## src/rtl/sdram_arb_pkg.sv

```systemverilog
// Shared types and helpers for the SDRAM port arbiter.
package sdram_arb_pkg;

  typedef enum logic {
    IDLE = 1'b0,
    BUSY = 1'b1
  } arb_state_e;

  // Width of a port index; at least one bit even for tiny configurations.
  function automatic int port_idx_w(input int n);
    return (n <= 2) ? 1 : $clog2(n);
  endfunction

endpackage

```

## src/rtl/sdram_tag_fifo.sv

```systemverilog
// Tag FIFO remembering which port owns each outstanding read, in issue order.
// A pop while empty is ignored; a push while full succeeds only alongside a pop.
module sdram_tag_fifo #(
  parameter int WIDTH = 2,
  parameter int DEPTH = 4
) (
  input  logic             clk,
  input  logic             rst,
  input  logic             push,
  input  logic [WIDTH-1:0] push_data,
  input  logic             pop,
  output logic             full,
  output logic             empty,
  output logic [WIDTH-1:0] head
);

  localparam int AW = (DEPTH > 1) ? $clog2(DEPTH) : 1;

  logic [WIDTH-1:0] mem_q [DEPTH];
  logic [AW-1:0]    wr_ptr_q, wr_ptr_d;
  logic [AW-1:0]    rd_ptr_q, rd_ptr_d;
  logic [AW:0]      count_q, count_d;
  logic             do_push, do_pop;

  assign full    = (count_q == (AW+1)'(DEPTH));
  assign empty   = (count_q == '0);
  assign head    = mem_q[rd_ptr_q];
  assign do_pop  = pop & ~empty;
  assign do_push = push & (~full | do_pop);

  // Pointer and occupancy next-state; pointers wrap naturally since DEPTH is a power of two.
  always_comb begin
    wr_ptr_d = wr_ptr_q;
    rd_ptr_d = rd_ptr_q;
    count_d  = count_q;
    if (do_push) wr_ptr_d = wr_ptr_q + AW'(1);
    if (do_pop)  rd_ptr_d = rd_ptr_q + AW'(1);
    case ({do_push, do_pop})
      2'b10:   count_d = count_q + (AW+1)'(1);
      2'b01:   count_d = count_q - (AW+1)'(1);
      default: count_d = count_q;
    endcase
  end

  // Control state register; reset empties the FIFO and discards all tags.
  always_ff @(posedge clk) begin
    if (rst) begin
      wr_ptr_q <= '0;
      rd_ptr_q <= '0;
      count_q  <= '0;
    end else begin
      wr_ptr_q <= wr_ptr_d;
      rd_ptr_q <= rd_ptr_d;
      count_q  <= count_d;
    end
  end

  // Tag storage; contents are meaningless outside the occupied window, so no reset.
  always_ff @(posedge clk) begin
    if (do_push) mem_q[wr_ptr_q] <= push_data;
  end

endmodule

```

## src/rtl/sdram_port_arb.sv

```systemverilog
// Round-robin arbiter funnelling NUM_PORTS manager ports onto one SDRAM
// controller port, with in-order routing of read returns back to their owners.
module sdram_port_arb
  import sdram_arb_pkg::*;
#(
  parameter int NUM_PORTS       = 4,
  parameter int ADDR_WIDTH      = 32,
  parameter int DATA_WIDTH      = 32,
  parameter int WORD_LEN        = DATA_WIDTH / 8,
  parameter int MAX_OUTSTANDING = 4
) (
  input  logic                             clk,
  input  logic                             rst,
  input  logic [NUM_PORTS*WORD_LEN-1:0]    p_wr,
  input  logic [NUM_PORTS-1:0]             p_rd,
  input  logic [NUM_PORTS*ADDR_WIDTH-1:0]  p_addr,
  input  logic [NUM_PORTS*DATA_WIDTH-1:0]  p_write_data,
  output logic [NUM_PORTS-1:0]             p_rdy,
  output logic [NUM_PORTS-1:0]             p_valid,
  output logic [NUM_PORTS-1:0]             p_error,
  output logic [DATA_WIDTH-1:0]            p_read_data,
  output logic [WORD_LEN-1:0]              m_wr,
  output logic                             m_rd,
  output logic [ADDR_WIDTH-1:0]            m_addr,
  output logic [DATA_WIDTH-1:0]            m_write_data,
  input  logic                             m_rdy,
  input  logic                             m_valid,
  input  logic                             m_error,
  input  logic [DATA_WIDTH-1:0]            m_read_data,
  output logic                             orphan
);

  localparam int PW = port_idx_w(NUM_PORTS);

  arb_state_e           state_q, state_d;
  logic [PW-1:0]        grant_q, grant_d;
  logic [PW-1:0]        rr_ptr_q, rr_ptr_d;
  logic                 orphan_q, orphan_d;
  logic [NUM_PORTS-1:0] active;
  logic                 found;
  logic                 busy;
  logic                 grant_rd;
  logic                 accept;
  logic                 tag_full, tag_empty;
  logic [PW-1:0]        tag_head;
  logic                 ret_hit;

  // A port is requesting when any byte enable or its read strobe is raised.
  always_comb begin
    active = '0;
    for (int i = 0; i < NUM_PORTS; i++) begin
      active[i] = (|p_wr[i*WORD_LEN +: WORD_LEN]) | p_rd[i];
    end
  end

  // A read may only issue when its tag has somewhere to go; a same-cycle return frees a slot.
  assign busy     = (state_q == BUSY) & ~rst;
  assign grant_rd = p_rd[grant_q];
  assign accept   = busy & m_rdy & ~(grant_rd & tag_full & ~m_valid);
  assign ret_hit  = m_valid & ~tag_empty & ~rst;

  // FSM state register: grant and round-robin pointer live with the state.
  always_ff @(posedge clk) begin
    if (rst) begin
      state_q  <= IDLE;
      grant_q  <= '0;
      rr_ptr_q <= '0;
    end else begin
      state_q  <= state_d;
      grant_q  <= grant_d;
      rr_ptr_q <= rr_ptr_d;
    end
  end

  // FSM next state: pick the first active port at or after rr_ptr, release on acceptance.
  always_comb begin
    state_d  = state_q;
    grant_d  = grant_q;
    rr_ptr_d = rr_ptr_q;
    found    = 1'b0;
    case (state_q)
      IDLE: begin
        for (int i = 0; i < NUM_PORTS; i++) begin
          if (!found && active[(int'(rr_ptr_q) + i) % NUM_PORTS]) begin
            found   = 1'b1;
            grant_d = PW'((int'(rr_ptr_q) + i) % NUM_PORTS);
          end
        end
        if (found) state_d = BUSY;
      end
      BUSY: begin
        if (accept) begin
          state_d  = IDLE;
          rr_ptr_d = (grant_q == PW'(NUM_PORTS - 1)) ? '0 : grant_q + PW'(1);
        end
      end
      default: state_d = IDLE;
    endcase
  end

  // FSM outputs: mirror the granted port while BUSY, route returns by FIFO head.
  always_comb begin
    m_wr         = '0;
    m_rd         = 1'b0;
    m_addr       = '0;
    m_write_data = '0;
    p_rdy        = '0;
    p_valid      = '0;
    p_error      = '0;
    p_read_data  = m_read_data;
    if (busy) begin
      m_wr           = p_wr[grant_q*WORD_LEN +: WORD_LEN];
      m_rd           = grant_rd;
      m_addr         = p_addr[grant_q*ADDR_WIDTH +: ADDR_WIDTH];
      m_write_data   = p_write_data[grant_q*DATA_WIDTH +: DATA_WIDTH];
      p_rdy[grant_q] = accept;
    end
    p_valid[tag_head] = ret_hit;
    p_error[tag_head] = ret_hit & m_error;
  end

  // A return with nothing outstanding latches the orphan flag until reset.
  assign orphan_d = orphan_q | (m_valid & tag_empty);

  // Sticky orphan register.
  always_ff @(posedge clk) begin
    if (rst) orphan_q <= 1'b0;
    else     orphan_q <= orphan_d;
  end

  assign orphan = orphan_q;

  sdram_tag_fifo #(
    .WIDTH (PW),
    .DEPTH (MAX_OUTSTANDING)
  ) u_tag_fifo (
    .clk       (clk),
    .rst       (rst),
    .push      (accept & grant_rd),
    .push_data (grant_q),
    .pop       (m_valid & ~rst),
    .full      (tag_full),
    .empty     (tag_empty),
    .head      (tag_head)
  );

endmodule

```

## config.mk

```make
export PLATFORM = sky130hd
export DESIGN_NAME = sdram_port_arb
export DESIGN_NICKNAME = d
export VERILOG_FILES = /design/src/rtl/sdram_arb_pkg.sv /design/src/rtl/sdram_tag_fifo.sv /design/src/rtl/sdram_port_arb.sv
export SDC_FILE = /design/constraint.sdc
export NUM_CORES = 1
export LEC_CHECK = 0
export CORE_AREA = 2 2 165 167
export DETAILED_ROUTE_END_ITERATION = 16
export DIE_AREA = 0 0 167 169
export HOLD_SLACK_MARGIN = 0.06
export PLACE_DENSITY = 0.54
export SETUP_SLACK_MARGIN = 0.2
export SLEW_MARGIN = 20
export SYNTH_ARGS = -nofsm -noshare
export SYNTH_HDL_FRONTEND = slang
export SYNTH_SLANG_ARGS = --single-unit
```

## constraint.sdc

```tcl
create_clock -name clk -period 3.35 [get_ports clk]
set_input_delay 0.335 -clock clk [delete_from_list [all_inputs] [get_ports clk]]
set_output_delay 0.335 -clock clk [all_outputs]
set_load 0.1 [all_outputs]
```

Yosys cells after proc, flatten, opt, wreduce, memory -nomap -nowiden
Memories as Yosys holds them, arrays and structs flattened. A register that Yosys moved wholly into a read port is not among the register bits.
Cells that the tools add are included.
{ "op_classes": {"addsub": 8, "magnitude_cmp": 8, "eq_ne": 4, "shift": 3, "muxes": 43, "bitwise_logic": 31, "reduce_logical": 20} }
{ "op_table": {"columns": ["operator", "n"], "rows": [
  ["128-bit by 8-bit indexed part select with 32-bit output", 2],
  ["32-bit two-way mux", 2],
  ["1-bit two-way mux", 23],
  ["4-bit OR reduction", 4],
  ["16-bit by 5-bit indexed part select with 4-bit output", 1],
  ["2-bit two-way mux", 7],
  ["1-bit bitwise AND", 13],
  ["4-bit bitwise AND", 3],
  ["3-bit by 4-bit less-than comparator with 1-bit output, second input constant", 3],
  ["1-bit binary-select mux with 2-bit select", 5],
  ["2-bit by 3-bit less-than comparator with 1-bit output, second input constant", 3],
  ["2-bit by 1-bit adder with 2-bit output, second input constant", 4],
  ["4-bit two-way mux", 2],
  ["1-bit NOT", 6],
  ["1-bit bitwise OR", 6],
  ["3-bit one-hot mux with 2 select lines", 1],
  ["2-bit OR reduction", 3],
  ["1-bit logical AND", 5],
  ["2-bit adder, second input constant", 2],
  ["1-bit demux with 2-bit select", 2],
  ["2-bit equality test, second input constant", 2],
  ["2-bit by 1-bit >= comparator with 1-bit output, second input constant", 2],
  ["2-bit AND reduction", 2],
  ["4-bit nonzero test", 1],
  ["other kinds (9)", 13]
]} }
{ "word_totals": {"regBits": 13, "ramBits": 8, "inputBits": 313, "out_inout_bits": 114, "word_cells": 125, "mem_count": 1} }
{ "mem_list": {"columns": ["memory", "depth", "width", "rd", "rd_ports_with_merged_regs", "write_ports", "line", "text"], "rows": [
  ["u_tag_fifo.mem_q", 4, 2, 1, 1, 1, "sdram_tag_fifo.sv:19", "logic [WIDTH-1:0] mem_q [DEPTH];"]
]} }

Depth between registers and ports, before layout
{ "depth": {"word_depth": 20, "depth_mapped": 10, "ltp_nobuf": 10} }

Cells and area by module
A second synthesis with hierarchy kept.
{ "hier_totals": {"cells_unflattened": 333, "hier_area_um2": 3647.2} }
{ "modules_own_cells": {"columns": ["module", "instances", "cells_per_inst", "area_per_inst_um2"], "rows": [
  ["sdram_port_arb", 1, 269, 2866.5],
  ["sdram_tag_fifo", 1, 64, 780.7]
]} }

Least setup slack after synthesis
OpenSTA, ideal clock, no wires.
{ "synth_timing": {"kind": "reg2out", "from": "register u_tag_fifo.count_q[0]", "to": "output p_error[1]", "t_arrival_ps": 3381, "t_required_ps": 3015, "slack_ps": -366, "stages_incl_launch_ff": 6, "path_buffers": 0, "cell_sequence": "dfxtp_1 nor3_1 or3b_2 inv_1 nand2_1 nor3b_1"} }
{ "synth_via": {"elab_chain_len": 6} }
{ "synth_lines": {"columns": ["item", "line", "text"], "rows": [
  ["start, declared", "sdram_tag_fifo.sv:22", "logic [AW:0] count_q, count_d;"],
  ["start signal, assigned", "sdram_tag_fifo.sv:54", "count_q <= count_d;"],
  ["3-bit zero test", "sdram_tag_fifo.sv:26", "assign empty = (count_q == '0);"],
  ["1-bit NOT", "sdram_port_arb.sv:60", "assign ret_hit = m_valid & ~tag_empty & ~rst;"],
  ["1-bit bitwise AND (2 in a row)", "sdram_port_arb.sv:60", null],
  ["1-bit bitwise AND", "sdram_port_arb.sv:119", "p_error[tag_head] = ret_hit & m_error;"],
  ["4-bit bitwise AND (no source line)", null, null],
  ["end, declared", "sdram_port_arb.sv:20", "output logic [NUM_PORTS-1:0] p_error,"]
]} }
No other way between the ends.

Final worst setup path
{ "layout_timing": {"from": "input m_valid", "to": "register u_tag_fifo.count_q[2]"} }
{ "layout_via": {"elab_chain_len": 8, "elab_cells_between_ends": 13} }
{ "layout_lines": {"columns": ["item", "line", "text"], "rows": [
  ["start, declared", "sdram_port_arb.sv:27", "input logic m_valid,"],
  ["1-bit NOT", "sdram_port_arb.sv:59", "assign accept = busy & m_rdy & ~(grant_rd & tag_full & ~m_valid);"],
  ["1-bit bitwise AND", "sdram_port_arb.sv:59", null],
  ["1-bit NOT", "sdram_port_arb.sv:59", null],
  ["1-bit bitwise AND", "sdram_port_arb.sv:59", null],
  ["1-bit bitwise AND", "sdram_port_arb.sv:139", ".push (accept & grant_rd),"],
  ["1-bit bitwise AND", "sdram_tag_fifo.sv:29", "assign do_push = push & (~full | do_pop);"],
  ["2-bit by 1-bit equality test with 1-bit output or 2-bit equality test (tied branches)", "sdram_tag_fifo.sv:38", "case ({do_push, do_pop})"],
  ["3-bit one-hot mux with 2 select lines or 2-bit nonzero test (tied branches)", null, null]
]} }
Several ways; a longest one is shown, not always the timed one.
A chain may end at the register's enable or synchronous reset.

==> out/metrics.csv <==
metric,value,unit
CP Max Fanout,7,
insertion delay to the later sink of the worst-skew pair,0.25,ns
crit path time final,2.836,ns
"top cells by area, synth","mux4_2 44%, and2_1 13%, dfxtp_1 8.4%",
CP cell instances,clkdlybuf4s50_1 > nor4b_1 > nor3b_2 > inv_1 > ha_1 > inv_1 > fa_1 > xor2_1 > or3_1 > a21oi_1,
initial antenna violation count,1,
Antenna Nets Post-Route,0,
Synth cell types,40,
core area,26500,um2
Pwr per Cell Area,191.3,nW/um2
via count,3887,
"CTS clk-pin slew, worst paths",0.06,ns
Fmax,352.6,MHz
DRC,0,
largest net degree at the start of global routing,78,
Leak,2.832,nW
Syn Nets,642,
outcome,completed,
total wire length,18700,um
synthesis-to-layout area growth,130.5,%
"Slew Viols, Final",0,
Multi-input gate area,2681,um2
setup_tns,0,ns
"Async S/R FF share, synth",0,
buffer and inverter count on the worst path,3,
crit path launch type,input port,
layout cells sized above 1,0.2701,
worst path required time,3.54,ns
setup violators final,0,
Worst Path Arrival,3.02,ns
IO Count,427,
dpl ws,0.2484,ns
Seq cells post-synth,23,
CTS sink count,23,
min-delay worst type,register to register,
Final Hold Viols,0,
grt ovf,0,
wire length per cell,19.20,um
Critical Path End Type,register,
Final GP Congestion,0.7541,
syn_area_per_cell,11.20,um2
crit path kind,input port to register,
post-CTS setup buffer count,0,
"count leader, synth",and2_1,
FP Rows,60,
H-tree levels,1,
"area leader, netlist",mux4_2,
top_reg_cell synth,dfxtp_1,
post-route clock period utilization,0.8465,
post-layout util,0.3108,
"most used cell, CP",inv_1,
TritonCTS Buffers,3,
sequential element share of the synthesized area,0.1513,
Yosys warning total,0,
sequential cell area,548.0,um2
CP peak stage delay,0.66,ns
CTS tree,built,
Synth top area share,0.4412,
Max-Cap Viols,0,
CTS resizes,0,
Avg Vias per Cell,3.991,
DP HPWL,16010,um
Die X,167,um
Ant. Diodes,0,
DR iter-0 viols,86,
GRT Util Overall,0.1260,
CTS Root Cell,clkbuf_16,
vias in the first global route,4080,
clock tree buffer depth,2,
I/O Buffers,362,
critical path's slowest cell,nor4b_1,
Commonest cells post-synth,"77 x and2_1, 70 x mux4_2, 32 x buf_4",
Setup WS post-layout,0.5141,ns
Mapped Cells,319,
Worst-Margin Slew,0.9882,ns
fin nets,957,
Die Y-Extent,169,um
DR pass1 iterations,4,
Clock Skew,0.004417,ns
first-pass GRT wire length,26940,um
Mapped Area,3573,um2
CP top delay family,simple AND/OR/NAND/NOR gates,
# fillers,2727,
RSZ-0062 raised after global routing,false,
Worst slew margin,0.3391,
maximum VDD drop,0.2169,mV
number of synthesized flops with an enable pin,8,
initial core utilization,0.1348,
full die area,28220,um2
hold_buf cts,0,
## cells by family (layout without fill, tap and decap cells)
logic type,after synthesis,count (layout),share of synthesized area
simple gates,127,127,0.2069
flops,23,23,0.1513
buf+inv,65,379,0.1047
mux,74,74,0.4569
xor+xnor,5,5,0.01226
fa+ha+maj,11,11,0.04027
compound gates,14,14,0.02766
## metal layers
metal  share of wire  GRT usage  routed length (um)
met2            0.50     0.2177                9417
met5               0          0                   0
met1            0.42     0.1658                7848
met3           0.071    0.02923                1328
met4          0.0055    0.01274                 102
## cell type report
cell class              count  share of cell area
clock inverters             1           0.0009114
inverters                   9            0.004101
multi-input cells         231              0.3255
well taps                 341             0.05180
repair buffers            366              0.5420
clock buffers               3            0.009114
flip-flops and latches     23             0.06654
## layout by cell type, fill, tap and decap left out, drive strengths merged, types with 2 or more instances in the layout
cell type      instances
nor2                  22
or4                    3
xnor2                  2
xor2                   3
a21oi                  5
nor3                   6
edfxtp                 8
mux2i                  3
mux4                  71
clkbuf                 3
nand3b                 2
inv                    9
clkdlybuf4s50        281
and2                  77
buf                   85
or3                    2
ha                     9
nor3b                  2
o21ai                  3
dfxtp                 15
nand2b                 2
nand2                  6
## tightest hold or removal path: cells and delay by family (launching register included)
kind,cells,cell delay (ns)
AND/OR/NAND/NOR,1,0.07
AO/OA/AOI/OAI,1,0.04
flip-flops,1,0.33
## metrics by stage
| stage | instance area, um2 | power [mW] | cells | hold slack (ns) |
|---|---|---|---|---|
| after floorplan | 3588 | 0.9497 | 319 | 0.4041 |
| after global placement | 8154 | 1.327 | 970 | 0.4629 |
| after detailed placement | 8154 | 1.329 | 970 | 0.4579 |
| after CTS | 8237 | 1.598 | 974 | 0.4742 |
| after global routing | 8237 | 1.648 | 974 | 0.5157 |
| final | 8237 | 1.576 | 974 | 0.4738 |
## flip-flops by register name, summed over array words and instances, names as in the netlist, named ones only
name                 flops
orphan                   1
u_tag_fifo.mem_q         8
rr_ptr_q                 2
grant_q                  2
u_tag_fifo.rd_ptr_q      2
u_tag_fifo.wr_ptr_q      2
state_q                  1
u_tag_fifo.count_q       3
## report_power, final
| group | internal [mW] | total (mW) | switching [mW] |
|---|---|---|---|
| sequential | 0.292 | 0.297 | 0.00540 |
| clock | 0.162 | 0.263 | 0.101 |
| combinational | 0.550 | 1.02 | 0.466 |
| total | 1.00 | 1.58 | 0.572 |
## path summary, 6_finish.rpt
check / startpoint / to / slack, ns / depth (start not counted)
hold reg to reg: orphan / orphan / 0.47 / 2
hold / removal: orphan / orphan / 0.47 / 2
setup / recovery: m_valid / u_tag_fifo.count_q[2] / 0.51 / 10
setup reg to reg: u_tag_fifo.count_q[0] / u_tag_fifo.count_q[2] / 0.68 / 9
Note: power is estimated with default switching activity, not from simulation.
